`config.mk`:
```
export PLATFORM = sky130hd
export DESIGN_NAME = dmem_ctrl_flat
export DESIGN_NICKNAME = d
export VERILOG_FILES = /design/src/rtl/dmem_ctrl_if.sv /design/src/rtl/dmem_ctrl.sv /design/src/flat_wrapper.sv
export SDC_FILE = /design/constraint.sdc
export NUM_CORES = 1
export LEC_CHECK = 0
export BUFFER_PORTS_ARGS = -buffer_cell sky130_fd_sc_hd__buf_4
export CAP_MARGIN = 30
export CELL_PAD_IN_SITES_DETAIL_PLACEMENT = 1
export CELL_PAD_IN_SITES_GLOBAL_PLACEMENT = 1
export CORE_MARGIN = 4
export CORE_UTILIZATION = 39
export CTS_CLUSTER_SIZE = 20
export DETAILED_ROUTE_END_ITERATION = 10
export GPL_TIMING_DRIVEN = 0
export PLACE_DENSITY_LB_ADDON = 0.1
export SYNTH_ARGS = -nofsm -noshare
export SYNTH_HDL_FRONTEND = slang
export SYNTH_SLANG_ARGS = --single-unit
```
`constraint.sdc`:
```
create_clock -name clk -period 4.2 [get_ports clk]
set_clock_uncertainty 0.2 [all_clocks]
set_input_delay 0.21 -clock clk [delete_from_list [all_inputs] [get_ports clk]]
set_output_delay 0.21 -clock clk [all_outputs]
set_load 0.01 [all_outputs]
```
`src/rtl/dmem_ctrl_if.sv`:
```
// Data-memory bus between dmem_ctrl (master) and the memory/interconnect (slave).
// Variable-latency req/ack handshake; request fields are held stable until acked.
interface dmem_ctrl_if #(
    parameter int ADDR_W = 32
);
    logic              mem_req;
    logic              mem_we;
    logic [ADDR_W-1:0] mem_addr;
    logic [31:0]       mem_wdata;
    logic              mem_ack;
    logic [31:0]       mem_rdata;

    modport master (
        output mem_req, mem_we, mem_addr, mem_wdata,
        input  mem_ack, mem_rdata
    );

    modport slave (
        input  mem_req, mem_we, mem_addr, mem_wdata,
        output mem_ack, mem_rdata
    );
endinterface

```
`src/rtl/dmem_ctrl.sv`:
```
// M-stage data-memory controller: core LDR/STR to req/ack bus, with stall, timeout and error flag.
// Define DMEM_WBUF_EN to add a one-entry posted write buffer (entry lives on the bus regs in DRAIN).
module dmem_ctrl #(
    parameter int ADDR_W  = 32,
    parameter int TIMEOUT = 255
) (
    input  logic        clk,
    input  logic        rst,
    input  logic        MemReadM,
    input  logic        MemWriteM,
    input  logic [31:0] ALUOutM,
    input  logic [31:0] WriteDataM,
    output logic [31:0] ReadDataM,
    output logic        StallM,
    output logic        MemErr,
    dmem_ctrl_if.master bus
);
`ifdef DMEM_WBUF_EN
    localparam bit WBUF = 1'b1;
`else
    localparam bit WBUF = 1'b0;
`endif

    localparam logic [2:0] IDLE    = 3'd0;
    localparam logic [2:0] DRAIN   = 3'd1;
    localparam logic [2:0] RD_WAIT = 3'd2;
    localparam logic [2:0] WR_WAIT = 3'd3;
    localparam logic [2:0] DONE    = 3'd4;

    localparam int             CW       = $clog2(TIMEOUT + 1);
    localparam logic [CW-1:0]  CNT_LAST = CW'(TIMEOUT - 1);
    localparam logic [31:0]    BAD_DATA = 32'hDEADBEEF;

    logic [2:0]        state;
    logic              reqQ, weQ, errQ;
    logic [ADDR_W-1:0] addrQ;
    logic [31:0]       wdataQ, rdQ;
    logic [CW-1:0]     cnt;

    logic              misal, reqErr, rdOk, wrOk, hit, cntHit;
    logic [ADDR_W-1:0] wordAddr;

    assign misal    = |ALUOutM[1:0];
    assign reqErr   = (MemReadM | MemWriteM) & (misal | (MemReadM & MemWriteM));
    assign rdOk     = MemReadM & ~MemWriteM & ~misal;
    assign wrOk     = MemWriteM & ~MemReadM & ~misal;
    assign wordAddr = {ALUOutM[ADDR_W-1:2], 2'b00};
    // Bus regs hold the buffered store while draining, so they double as the wbuf entry.
    assign hit      = WBUF && (state == DRAIN) && rdOk && (addrQ[ADDR_W-1:2] == ALUOutM[ADDR_W-1:2]);
    // Fires on the TIMEOUT-th request cycle without an ack.
    assign cntHit   = (cnt == CNT_LAST);

    assign bus.mem_req   = reqQ;
    assign bus.mem_we    = weQ;
    assign bus.mem_addr  = addrQ;
    assign bus.mem_wdata = wdataQ;
    assign MemErr        = errQ;

    always_comb begin
        StallM    = 1'b0;
        ReadDataM = rdQ;
        case (state)
            IDLE: begin
                if (reqErr) ReadDataM = '0;
                else        StallM = rdOk | (wrOk & ~WBUF);
            end
            RD_WAIT, WR_WAIT: StallM = 1'b1;
            DRAIN: begin
                if (reqErr)     ReadDataM = '0;
                else if (hit)   ReadDataM = wdataQ;
                else if (rdOk)  StallM = 1'b1;
                else if (wrOk)  StallM = ~bus.mem_ack;
            end
            default: ;
        endcase
        if (!rst) StallM = 1'b0;
    end

    always_ff @(posedge clk or negedge rst) begin
        if (!rst) begin
            state  <= IDLE;
            reqQ   <= 1'b0;
            weQ    <= 1'b0;
            errQ   <= 1'b0;
            addrQ  <= '0;
            wdataQ <= '0;
            rdQ    <= '0;
            cnt    <= '0;
        end else begin
            case (state)
                IDLE: begin
                    cnt <= '0;
                    if (reqErr) begin
                        errQ <= 1'b1;
                        rdQ  <= '0;
                    end else if (rdOk) begin
                        state <= RD_WAIT;
                        reqQ  <= 1'b1;
                        weQ   <= 1'b0;
                        addrQ <= wordAddr;
                    end else if (wrOk) begin
                        state  <= WBUF ? DRAIN : WR_WAIT;
                        reqQ   <= 1'b1;
                        weQ    <= 1'b1;
                        addrQ  <= wordAddr;
                        wdataQ <= WriteDataM;
                    end
                end
                RD_WAIT, WR_WAIT: begin
                    if (bus.mem_ack) begin
                        if (state == RD_WAIT) rdQ <= bus.mem_rdata;
                        reqQ  <= 1'b0;
                        weQ   <= 1'b0;
                        state <= DONE;
                    end else if (cntHit) begin
                        if (state == RD_WAIT) rdQ <= BAD_DATA;
                        errQ  <= 1'b1;
                        reqQ  <= 1'b0;
                        weQ   <= 1'b0;
                        state <= DONE;
                    end else begin
                        cnt <= cnt + 1'b1;
                    end
                end
                DRAIN: begin
                    if (reqErr) begin
                        errQ <= 1'b1;
                        rdQ  <= '0;
                    end else if (hit) begin
                        rdQ <= wdataQ;
                    end
                    if (bus.mem_ack) begin
                        // A store waiting on the full buffer refills it on the drain-ack edge.
                        if (wrOk) begin
                            addrQ  <= wordAddr;
                            wdataQ <= WriteDataM;
                            cnt    <= '0;
                        end else begin
                            reqQ  <= 1'b0;
                            weQ   <= 1'b0;
                            state <= IDLE;
                        end
                    end else if (cntHit) begin
                        errQ  <= 1'b1;
                        reqQ  <= 1'b0;
                        weQ   <= 1'b0;
                        state <= IDLE;
                    end else begin
                        cnt <= cnt + 1'b1;
                    end
                end
                DONE:    state <= IDLE;
                default: state <= IDLE;
            endcase
        end
    end
endmodule
```
`src/flat_wrapper.sv`:
```
// flat-port wrapper written by rule: the top's interface ports become plain ports
module dmem_ctrl_flat 
#(
    parameter int ADDR_W  = 32,
    parameter int TIMEOUT = 255
)
  (clk, rst, MemReadM, MemWriteM, ALUOutM, WriteDataM, ReadDataM, StallM, MemErr, bus_mem_req, bus_mem_we, bus_mem_addr, bus_mem_wdata, bus_mem_ack, bus_mem_rdata);
  dmem_ctrl_if #(.ADDR_W(ADDR_W)) bus_i ();
  input  logic clk;
  input  logic rst;
  input  logic MemReadM;
  input  logic MemWriteM;
  input  logic [31:0] ALUOutM;
  input  logic [31:0] WriteDataM;
  output logic [31:0] ReadDataM;
  output logic StallM;
  output logic MemErr;
  output wire logic [$bits(bus_i.mem_req)-1:0] bus_mem_req;
  output wire logic [$bits(bus_i.mem_we)-1:0] bus_mem_we;
  output wire logic [$bits(bus_i.mem_addr)-1:0] bus_mem_addr;
  output wire logic [$bits(bus_i.mem_wdata)-1:0] bus_mem_wdata;
  input wire logic [$bits(bus_i.mem_ack)-1:0] bus_mem_ack;
  input wire logic [$bits(bus_i.mem_rdata)-1:0] bus_mem_rdata;
  assign bus_mem_req = bus_i.mem_req;
  assign bus_mem_we = bus_i.mem_we;
  assign bus_mem_addr = bus_i.mem_addr;
  assign bus_mem_wdata = bus_i.mem_wdata;
  assign bus_i.mem_ack = bus_mem_ack;
  assign bus_i.mem_rdata = bus_mem_rdata;
  dmem_ctrl #(.ADDR_W(ADDR_W), .TIMEOUT(TIMEOUT)) u_core (.clk(clk), .rst(rst), .MemReadM(MemReadM), .MemWriteM(MemWriteM), .ALUOutM(ALUOutM), .WriteDataM(WriteDataM), .ReadDataM(ReadDataM), .StallM(StallM), .MemErr(MemErr), .bus(bus_i));
endmodule
```
# After elaboration in Yosys (flattened, before gate mapping)
# Cells that the tools add are included.
[word_totals]
reg_bits = 110
inputBits = 101
output_inout_bits = 100
word_cells = 108
[op_classes]
n_addsub = 1
n_eq_ne = 15
n_mux = 57
bitwise_logic = 13
n_reduce_logical = 14
[op_table]
columns = ["cell", "n"]
rows = [
  ["$mux 32", 14],
  ["$pmux 32 s2", 3],
  ["$mux 8", 4],
  ["$mux 3", 8],
  ["$pmux 8 s3", 1],
  ["$mux 1", 22],
  ["$pmux 1 s3", 4],
  ["$reduce_and 3->1", 4],
  ["$ne 3x2->1 const B", 3],
  ["$pmux 3 s3", 1],
  ["$add 8x1->8 const B", 1],
  ["$eq 8x8->1 const B", 1],
  ["$ne 2x2->1 const B", 4],
  ["$reduce_and 4->1", 2],
  ["$and 1x1->1", 6],
  ["$eq 3x2->1 const B", 2],
  ["$reduce_or 2->1", 3],
  ["$reduce_and 5->1", 1],
  ["$ne 2x1->1 const B", 2],
  ["$not 1->1", 4],
  ["$reduce_bool 2->1", 2],
  ["$eq 3x1->1 const B", 1],
  ["$logic_not 3->1", 1],
  ["$ne 3x1->1 const B", 1],
  ["other kinds (3)", 5],
]

# Longest topological paths before layout
[depth]
word_depth = 8
depth_mapped = 7
depth_no_buf = 6

# Least setup slack after synthesis
# OpenSTA, ideal clock, no wires.
[synth_path]
path_type = "register to register"
from = "register u_core.state[1]"
to = "register u_core.wdataQ[11], in the netlist u_core.bus.mem_wdata[11]"
setup_time_ns = 0.128
arrival_time_ns = 1.560
t_required_ns = 3.872
path_slack_ns = 2.312
path_stages_with_launch = 6
path_buffers = 2
period_less_slack_ns = 1.888
path_cell_list = "dfrtp_1 buf_2 nor4_4 nand3b_1 buf_2 mux2_1"
[synth_between]
elab_chain_cells = 3
elab_cells_between_ends = 8
cone_classes = "eq/ne (4); mux (1); reduce/logical (3)"
[synth_rtl]
columns = ["item", "line_no", "rtl"]
rows = [
  ["from (decl)", "dmem_ctrl.sv:34", "logic [2:0] state;"],
  ["from (signal assigned)", "dmem_ctrl.sv:102", "state <= WBUF ? DRAIN : WR_WAIT;"],
  ["$eq 3x1->1 or $logic_not 3->1 (tied branches)", "dmem_ctrl.sv:90", "case (state)"],
  ["$ne 2x2->1 (no line) or $reduce_bool 2->1 (tied branches)", "n/a", ""],
  ["$reduce_and 4->1 (no line)", "n/a", ""],
  ["to (signal assigned)", "dmem_ctrl.sv:106", "wdataQ <= WriteDataM;"],
  ["to (signal assigned)", "dmem_ctrl.sv:136", "wdataQ <= WriteDataM;"],
  ["to (decl)", "dmem_ctrl.sv:37", "logic [31:0] wdataQ, rdQ;"],
]
# Parallel ways exist; a longest one is shown, timed or not.
# A chain may end at the register's enable or synchronous reset.

# Worst setup path in the final report
[layout_path]
from = "register u_core.state[0]"
to = "output StallM"
[layout_between]
elab_chain_cells = 4
elab_cells_between_ends = 7
cone_classes = "eq/ne (3); mux (2); reduce/logical (2)"
[layout_rtl]
columns = ["item", "line_no", "rtl"]
rows = [
  ["$eq 3x2->1", "dmem_ctrl.sv:62", "case (state)"],
  ["$reduce_or 2->1", "dmem_ctrl.sv:62", ""],
  ["$pmux 1 s3 *", "dmem_ctrl.sv:62", ""],
  ["$mux 1 *", "dmem_ctrl.sv:76", "if (!rst) StallM = 1'b0;"],
  ["to (decl)", "flat_wrapper.sv:16", "output logic StallM;"],
]
# Every way passes the cells marked *; elsewhere a longest branch is shown, timed or not.

==> qor.yml <==
rr_worst_depth: 5
cp-end-kind: "output pin"
cts_made_buffers: 9
wirelength_mm: 18.61
num_vias: 4370
path_cells: "clkbuf_1 -> a2111oi_0 -> a311oi_1 -> nor3b_1 -> buf_4"
synthesis.nets: 506
vias_per_cell: 5.099
synth_edf_count: 0
worstSkewPairLatency_ns: 0.35
syn_to_final_growth_pct: 63.84
synth.area.mux_share_pct: 15.00
async_reset_ff_share_pct: 100.0
num-fill-cells: 1193
initial_utilization_pct: 40.25
clk_path_buf_depth: 2
slew_violations: 0
io_pins: 201
postCtsSetupBuffers: 0
cts_tree: "yes"
worstPathMaxFanout: 10
htree_levels: 3
core_sq_um: 11560
grt-ovfl-total: 0
status: "finished, final reports clean"
yosysUniqueCellTypes: 42
grt_pass1_wl_mm: 27.81
yosys.area_share.simple_pct: 11.56
ys_ff_latch: 110
clock.fmax_mhz: 392.3
portBuffers: 198
setup_tns_ns: 0
tightest_slew_ns: 0.9345
dr.pass1.iters: 4
synth_top_family_by_area: "multiplexers"
p_per_area_nw_per_um2: 447.0
cpLargestDelayFamily: "compound AO/OA/AOI/OAI gates"
die_w_microns: 117.2
ys_warn_count: 0
finalPower_mw: 3.409
synth_top_area_share_pct: 59.14
hold_end: "u_core.bus.mem_we"
slowest_delay_ns: 0.66
leakagePower_nw: 3.881
ys_seq_area_share_pct: 59.14
antenna_found_initial: 0
wl_per_cell_microns: 21.71
drc: 0
ys.flop_type: "dfrtp_1"
synth.largest_area_cell: "dfrtp_1"
cp.required_ns: 3.79
path_buf_inv: 2
die-area_sq_um: 13750
layout_commonest_cell: "buf_4"
hp-start: "MemWriteM"
syn-instance-count: 403
drive_above_1_share_pct: 40.53
die_y_microns: 117.2
grt_max_degree: 74
syn_avg_cell_area_sq_um: 11.55
synth-adder-area-share_pct: 0.5376
placed_cells: 745
cap_viol_max_count: 0
post-route-min-period_ns: 2.549
timing.rr.start: "u_core.state[0]"
crit_type: "reg2out"
grt_pass1_vias: 4980
drt_iter0_drc: 125
synthTopCellsByArea: "dfrtp_1 (59%), mux2_2 (15%), a21oi_1 (3.4%)"
rows: 39
stdcell_count: 857
gp_congestion: 0.8256
track_usage_pct: 27.28
worstPathArrival_ns: 2.14
rsz0062_at_grt: "false"
dpl.hpwl_mm: 10.22
synth_compound_area_share_pct: 9.167
setup_viol: 0
worst_setup_path_start_kind: "flop"
clkTransAtPathRegs_ns: 0.08
place_area_sq_um: 6347
fin_area_sq_um: 7626
final_nets: 811
finalHoldViolCount: 0
drtAntennaViolNets: 0
peakVddDrop_uv: 253.3
min_path_type: "in2reg"
min_path_cells: 3
crit_slowest_cell: "a2111oi_0"
final_cell_mix: "buf_4 (198), dfrtp_1 (110), dlygate4sd3_1 (95)"
synth_xor_area_share_pct: 0
clock_sinks: 110
ctsRootBufferMaster: "clkbuf_16"
timing.final.crit_share_pct: 60.69
rr_endpoint: "u_core.bus.mem_addr[15]"
slew_headroom_pct: 37.18
r2r_slack_ns: 1.80
syn-cell-area_sq_um: 4654
-- report_power, final --
part	switching, mW	internal [mW]	total, mW
clock	0.422	0.542	0.964
sequential	0.149	1.28	1.43
combinational	0.460	0.554	1.01
total	1.03	2.38	3.41
-- cell type report --
class	instances	area [sq um]	share of cell area [%]
antenna	1	2.502	0.03281
inverter	34	127.6	1.673
clock buffer	11	242.7	3.183
sequential	110	2753	36.10
buffer	19	86.33	1.132
timing repair buffer	294	2465	32.32
tap	143	178.9	2.346
multi-input combinational	240	1688	22.13
clock inverter	5	82.58	1.083
-- Yosys cell counts, types with 3 or more instances --
| cell type | count |
|---|---|
| o21ai_0 | 11 |
| and2_1 | 12 |
| nor2_1 | 32 |
| nand4_1 | 3 |
| clkbuf_1 | 7 |
| dfrtp_1 | 110 |
| nor3_1 | 4 |
| buf_2 | 12 |
| a21oi_1 | 32 |
| nand3_1 | 4 |
| mux2_2 | 60 |
| a22o_1 | 8 |
| inv_1 | 34 |
| nand3b_1 | 3 |
| nand2_1 | 32 |
| nand2b_1 | 4 |
-- sequential cells by signal (all words and copies together) (netlist names) --
| name | cells |
|---|---|
| u_core.cnt | 8 |
| u_core.bus.mem_req | 1 |
| u_core.MemErr | 1 |
| u_core.bus.mem_we | 1 |
| u_core.bus.mem_wdata | 32 |
| u_core.bus.mem_addr | 32 |
| u_core.rdQ | 32 |
| u_core.state | 3 |
-- how the worst max path moves through the flow --
stage | startpoint | to | slack (ns) | cells after the start
3_5_place_dp | u_core.state[0] | u_core.bus.mem_addr[18] | 1.88 | 5
6_report | u_core.state[0] | StallM | 1.65 | 5
4_1_cts | u_core.state[0] | StallM | 1.68 | 5
5_1_grt | u_core.state[0] | StallM | 1.49 | 5
3_3_place_gp | u_core.state[0] | u_core.bus.mem_addr[16] | 1.97 | 5
2_1_floorplan | u_core.state[1] | u_core.bus.mem_wdata[11] | 2.31 | 5
-- stage by stage --
| stage | util, % | hold slack (ns) | setup slack [ns] |
|---|---|---|---|
| after floorplan | - | -0.2856 | 2.312 |
| after global placement | 54.65 | 0.2284 | 1.970 |
| after detailed placement | 54.88 | 0.03176 | 1.878 |
| after CTS | 65.92 | 0.05235 | 1.684 |
| after global routing | 65.92 | 0.08603 | 1.492 |
| final | 65.94 | 0.04738 | 1.651 |
-- worst register-to-register path, delay by kind of cell (launching register included) --
kind            cells  cell delay (ns)
compound gates      2             0.59
buf+inv             2             0.74
mux                 1             0.41
flops               1             0.35
-- layer usage --
| metal | vias up | track usage [%] | share of wire (%) |
|---|---|---|---|
| li1 | 1989 | - | - |
| met1 | 2171 | 29.29 | 35 |
| met2 | 171 | 50.60 | 55 |
| met3 | 39 | 5.398 | 5.8 |
| met4 | 0 | 13.53 | 3.7 |
| met5 | - | 0 | 0 |
-- logic make-up (layout without fill, tap and decap cells) --
kind of cell | after synthesis | count (layout)
flip-flops | 110 | 110
AND/OR/NAND/NOR | 107 | 107
multiplexers | 62 | 62
other | 0 | 1
AO/OA/AOI/OAI | 69 | 69
adder cells (fa/ha/maj) | 2 | 2
buffers and inverters | 53 | 363
-- repair_timing --
action	in CTS	in global routing
hold buffers	95	0
endpoints found under the hold margin	132	0
resized for setup	0	0
No activity file was read; power rests on OpenSTA's default activity.
